File: config.mk
export PLATFORM = sky130hd
export DESIGN_NAME = param_memory
export DESIGN_NICKNAME = d
export VERILOG_FILES = /design/src/rtl/param_memory.sv
export SDC_FILE = /design/constraint.sdc
export NUM_CORES = 2
export LEC_CHECK = 0
export ABC_AREA = 1
export CAP_MARGIN = 20
export CORE_UTILIZATION = 35
export CTS_BUF_LIST = sky130_fd_sc_hd__clkbuf_16
export DETAILED_ROUTE_END_ITERATION = 8
export DONT_BUFFER_PORTS = 1
export GPL_TIMING_DRIVEN = 1
export SLEW_MARGIN = 20
export SYNTH_ARGS = -nofsm -noshare
export SYNTH_HDL_FRONTEND = slang
export SYNTH_SLANG_ARGS = --single-unit
File: constraint.sdc
create_clock -name clk_i -period 2.75 [get_ports clk_i]
set_input_delay 0.275 -clock clk_i [delete_from_list [all_inputs] [get_ports clk_i]]
set_output_delay 0.275 -clock clk_i [all_outputs]
set_load 0.02 [all_outputs]
File: src/rtl/param_memory.sv
// Single-port memory slave with byte strobes, out-of-range error reporting and a
// back-pressurable response channel; one transaction is outstanding at a time.
module param_memory #(
   parameter int WIDTH      = 32,
   parameter int DEPTH      = 16,
   parameter int ADDR_WIDTH = 6,
   parameter int RD_LATENCY = 2,
   parameter int RESET_MEM  = 1
) (
   input  logic                  clk_i,
   input  logic                  rst_i,
   input  logic                  valid_i,
   output logic                  ready_o,
   input  logic                  wr_rd_i,
   input  logic [ADDR_WIDTH-1:0] addr_i,
   input  logic [WIDTH-1:0]      wdata_i,
   input  logic [WIDTH/8-1:0]    wstrb_i,
   output logic                  rvalid_o,
   output logic [WIDTH-1:0]      rdata_o,
   output logic                  rerr_o,
   input  logic                  rready_i
);

   localparam int NBYTES = WIDTH / 8;

   typedef enum logic [1:0] {
      IDLE,
      RD_WAIT,
      RESP
   } state_t;

   state_t             state_q, state_d;
   logic               ready_q, ready_d;
   logic               rvalid_q, rvalid_d;
   logic               rerr_q, rerr_d;
   logic [WIDTH-1:0]   rdata_q, rdata_d;
   logic [WIDTH-1:0]   pend_data_q, pend_data_d;
   logic               pend_err_q, pend_err_d;
   logic [2:0]         cnt_q, cnt_d;
   logic [WIDTH-1:0]   mem_q [DEPTH];
   logic [WIDTH-1:0]   mem_d [DEPTH];

   logic               accept;
   logic               in_range;
   logic [WIDTH-1:0]   rd_word;

   // Full-width compare: addresses beyond DEPTH never alias onto real words.
   always_comb begin
      in_range = 32'(addr_i) < DEPTH;
      rd_word  = '0;
      for (int i = 0; i < DEPTH; i++) begin
         if (addr_i == ADDR_WIDTH'(i)) begin
            rd_word = mem_q[i];
         end
      end
   end

   assign accept = valid_i && ready_q;

   always_comb begin
      state_d     = state_q;
      ready_d     = ready_q;
      rvalid_d    = rvalid_q;
      rerr_d      = rerr_q;
      rdata_d     = rdata_q;
      pend_data_d = pend_data_q;
      pend_err_d  = pend_err_q;
      cnt_d       = cnt_q;
      mem_d       = mem_q;

      case (state_q)
         IDLE: begin
            ready_d = 1'b1;
            if (accept) begin
               ready_d     = 1'b0;
               pend_err_d  = !in_range;
               pend_data_d = (!wr_rd_i && in_range) ? rd_word : '0;
               cnt_d       = '0;
               if (wr_rd_i) begin
                  state_d = RESP;
                  for (int i = 0; i < DEPTH; i++) begin
                     if (addr_i == ADDR_WIDTH'(i)) begin
                        for (int k = 0; k < NBYTES; k++) begin
                           if (wstrb_i[k]) begin
                              mem_d[i][8*k +: 8] = wdata_i[8*k +: 8];
                           end
                        end
                     end
                  end
               end else begin
                  state_d = (RD_LATENCY > 1) ? RD_WAIT : RESP;
               end
            end
         end

         RD_WAIT: begin
            cnt_d = cnt_q + 3'd1;
            if (cnt_q == 3'(RD_LATENCY - 2)) begin
               state_d = RESP;
            end
         end

         RESP: begin
            // First RESP cycle presents the response; later cycles wait for the handshake.
            if (!rvalid_q) begin
               rvalid_d = 1'b1;
               rdata_d  = pend_data_q;
               rerr_d   = pend_err_q;
            end else if (rready_i) begin
               rvalid_d = 1'b0;
               rerr_d   = 1'b0;
               ready_d  = 1'b1;
               state_d  = IDLE;
            end
         end

         default: begin
            state_d = IDLE;
         end
      endcase
   end

   always_ff @(posedge clk_i) begin
      if (!rst_i) begin
         state_q     <= IDLE;
         ready_q     <= 1'b0;
         rvalid_q    <= 1'b0;
         rerr_q      <= 1'b0;
         rdata_q     <= '0;
         pend_data_q <= '0;
         pend_err_q  <= 1'b0;
         cnt_q       <= '0;
         if (RESET_MEM != 0) begin
            mem_q <= '{default: '0};
         end
      end else begin
         state_q     <= state_d;
         ready_q     <= ready_d;
         rvalid_q    <= rvalid_d;
         rerr_q      <= rerr_d;
         rdata_q     <= rdata_d;
         pend_data_q <= pend_data_d;
         pend_err_q  <= pend_err_d;
         cnt_q       <= cnt_d;
         mem_q       <= mem_d;
      end
   end

   assign ready_o  = ready_q;
   assign rvalid_o = rvalid_q;
   assign rdata_o  = rdata_q;
   assign rerr_o   = rerr_q;

endmodule

==> results.py <==
metrics = {
    "route": {
        "top_layer": "met5",
        "drc": 0,
        "wl_met3_mm": 3.84,
        "drt_iter0_markers": 2040,
        "ant_nets": 0,
        "drt_wl_total_mm": 78.9,
        "routed-wl-met2_mm": 37.4,
        "wl_per_cell_um": 16.1,
        "routed_via_density": 4.97,
        "dr.pass1.iters": 6,
        "wl_met1_mm": 35.7,
        "vias": 24370,
    },
    "setup_path": {
        "setup.worst_path.end_class": "flop",
        "crit_required_ns": 3.32,
        "critPathKind": "flop to flop",
        "path_max_fanout": 16,
        "r2r_slack_ns": 0.30,
        "arrival_ns": 3.01,
        "start_kind": "flop",
    },
    "global_routing": {
        "grt_pass1_wl_mm": 127,
        "grt_use_total_pct": 22.1,
        "grt_max_degree": 350,
        "gr-total-overflow": 0,
        "grt_antenna_before_repair": 2,
        "grt_pass1_vias": 23332,
    },
    "clock_network": {
        "clk_latency_ns": 0.63,
        "clk_pin_slew_ns": 0.06,
        "cts.sinks": 585,
        "post_cts_buffers": 0,
        "cts_buffers": 61,
        "cts_tree": "built",
        "clockBufferDepth": 3,
        "h-tree-depth": 2,
        "cts_root_buf": "clkbuf_16",
    },
    "synth": {
        "syn_area_mm2": 0.0247,
        "synth_cell_types": 29,
        "synth_area_per_cell_um2": 6.88,
        "syn_nets": 3642,
        "synth.ff_latch_count": 585,
        "synthesis.instances": 3593,
        "seq_area_frac_synth_pct": 47.4,
        "synth_warnings": 0,
    },
    "cells_and_area": {
        "layout.nets": 3963,
        "fillers": 7189,
        "drive_gt1_share_pct": 7.25,
        "layout_common_cells": "948 x nor2_1, 585 x dfxtp_1, 571 x o21ai_0, 499 x nand2_1, 380 x dlygate4sd3_1",
        "area_delta_synth_final_pct": 26.9,
        "layout.cells.non_filler": 4901,
        "final_common_cell": "nor2_1",
    },
    "sta": {
        "max_freq_ghz": 0.409,
        "rsz0062_at_grt": "no",
        "hold_viol_final": 0,
        "skew_ns": 0.0258,
        "fin_setup_tns_ns": 0,
        "setup_slack_ns": 0.302,
        "slew_viol_final": 0,
        "min_period_ns": 2.45,
        "post-route-period-util_pct": 89.0,
        "final-setup-viol-count": 0,
        "slew_headroom_pct": 29.6,
        "worstMarginPinSlew_ns": 1.06,
    },
    "power_and_ir_drop": {
        "p_comb_share_pct": 9.5,
        "ir_drop_mv": 0.503,
        "internal-power_w": 0.0136,
        "powerDensity_mw_per_mm2": 594,
        "netSwitchingFraction_pct": 26.9,
        "seq_power_share_pct": 48.8,
        "power_w": 0.0186,
        "leakage_nw": 12.0,
        "p_sw_w": 0.00500,
        "clock_power_share_pct": 41.7,
    },
    "place": {
        "hpwl_mm": 48.4,
        "place_congestion": 0.819,
        "port_buffers": 0,
        "placed_cells": 4410,
        "pre_cts_ws_ns": 0.240,
    },
    "die": {
        "row_count": 97,
        "dieHeight_um": 268,
        "die_area_mm2": 0.0717,
        "io-pin-count": 82,
        "start_util_pct": 35.3,
        "core_area_mm2": 0.0699,
        "die_w_um": 268,
    },
    "flow_run": {
        "cap_violations": 0,
    },
    "min_path": {
        "hold_path_class": "primary input to flop",
    },
    "outcome": {
        "outcome": "complete, no violations",
    },
}
[synthesized netlist by cell type]
cell type / instances / area [µm²]
nor2_8: 2 / 40.0
nand4_1: 78 / 488
ha_1: 2 / 25.0
clkinv_1: 3 / 11.3
or2_2: 8 / 50.1
inv_1: 228 / 856
a31oi_1: 1 / 6.26
nand3_2: 2 / 20.0
nor3_1: 9 / 45.0
nor2_2: 48 / 300
nor2_1: 953 / 3580
buf_4: 5 / 37.5
o2111a_1: 1 / 11.3
buf_1: 7 / 26.3
dfxtp_1: 585 / 11700
buf_2: 31 / 155
or2_0: 3 / 18.8
a211oi_1: 1 / 7.51
nand3_1: 67 / 335
inv_2: 63 / 236
nand2_1: 502 / 1880
a21oi_1: 232 / 1160
o21ai_1: 30 / 150
nand2_4: 1 / 11.3
nor2_4: 9 / 101
o21ai_0: 571 / 2860
o22ai_1: 3 / 18.8
o211ai_1: 2 / 15.0
clkbuf_1: 146 / 548
[cells by family after synthesis]
group | share of synthesized area [%]
adders and majority gates | 0.101
AOI/OAI and AO/OA | 17.1
buffers and inverters | 7.57
and+or+nand+nor | 27.8
DFF | 47.4
[area by class of cell]
type                            instances  area (µm²)  share of cell area (%)
Sequential cell                       585       11700                    37.3
Multi-Input combinational cell       2525       11200                    35.6
Antenna cell                            1        2.50                 0.00798
Tap cell                              940        1180                    3.75
Inverter                              294        1100                    3.52
Timing Repair Buffer                  447        4380                    14.0
Clock inverter                         46         251                   0.802
Clock buffer                           63        1580                    5.03
[power by group through the flow]
stage          sequential, W  combinational, W  clock, W
2_1_floorplan        0.00924          0.000974         0
3_3_place_gp         0.00928           0.00127         0
3_5_place_dp         0.00928           0.00127         0
4_1_cts              0.00909           0.00178   0.00790
5_1_grt              0.00911           0.00199   0.00827
6_report             0.00909           0.00177   0.00777
[registers in the layout, indices dropped and copies added, names as in the netlist]
name         flops
rerr_o           1
ready_o          1
cnt_q            3
rdata_o         32
pend_err_q       1
pend_data_q     32
state_q          2
mem_q          512
rvalid_o         1
[worst paths after layout]
check	startpoint	to	depth (start not counted)
setup / recovery	state_q[0]	mem_q[329]	9
hold / removal	wr_rd_i	pend_data_q[24]	6
setup reg to reg	state_q[0]	mem_q[329]	9
hold reg to reg	mem_q[153]	mem_q[153]	2
[per-layer routing]
layer / up-vias / GRT usage [%]
li1: 12170 / -
met4: 2 / 6.83
met3: 123 / 2.55
met2: 637 / 36.4
met5: - / 0
met1: 11438 / 30.0
[worst max-delay path, stage by stage (launching register included)]
cell and delay (ns):
dfxtp_1 0.32, nor2_1 0.17, nand2_1 0.09, inv_2 0.15, nand2_2 0.37, nor2_2 0.32
buf_4 0.19, o21ai_0 0.09, dlygate4sd3_1 0.61, nor2_1 0.08
[what timing repair did]
item,in CTS,in global routing
setup endpoints to repair,0,87
gates resized for setup,0,4
endpoints found under the hold margin,550,0
hold buffers,381,0
[metrics by stage]
stage,hold WS (ns),utilization [%],area (µm²)
finish,0.140,44.9,31400
global route,0.154,44.9,31400
CTS,0.110,44.8,31300
detailed placement,0.420,36.7,25700
global placement,0.414,36.7,25700
floorplan,0.410,-,24700
Note: power is estimated with default switching activity, not from simulation.
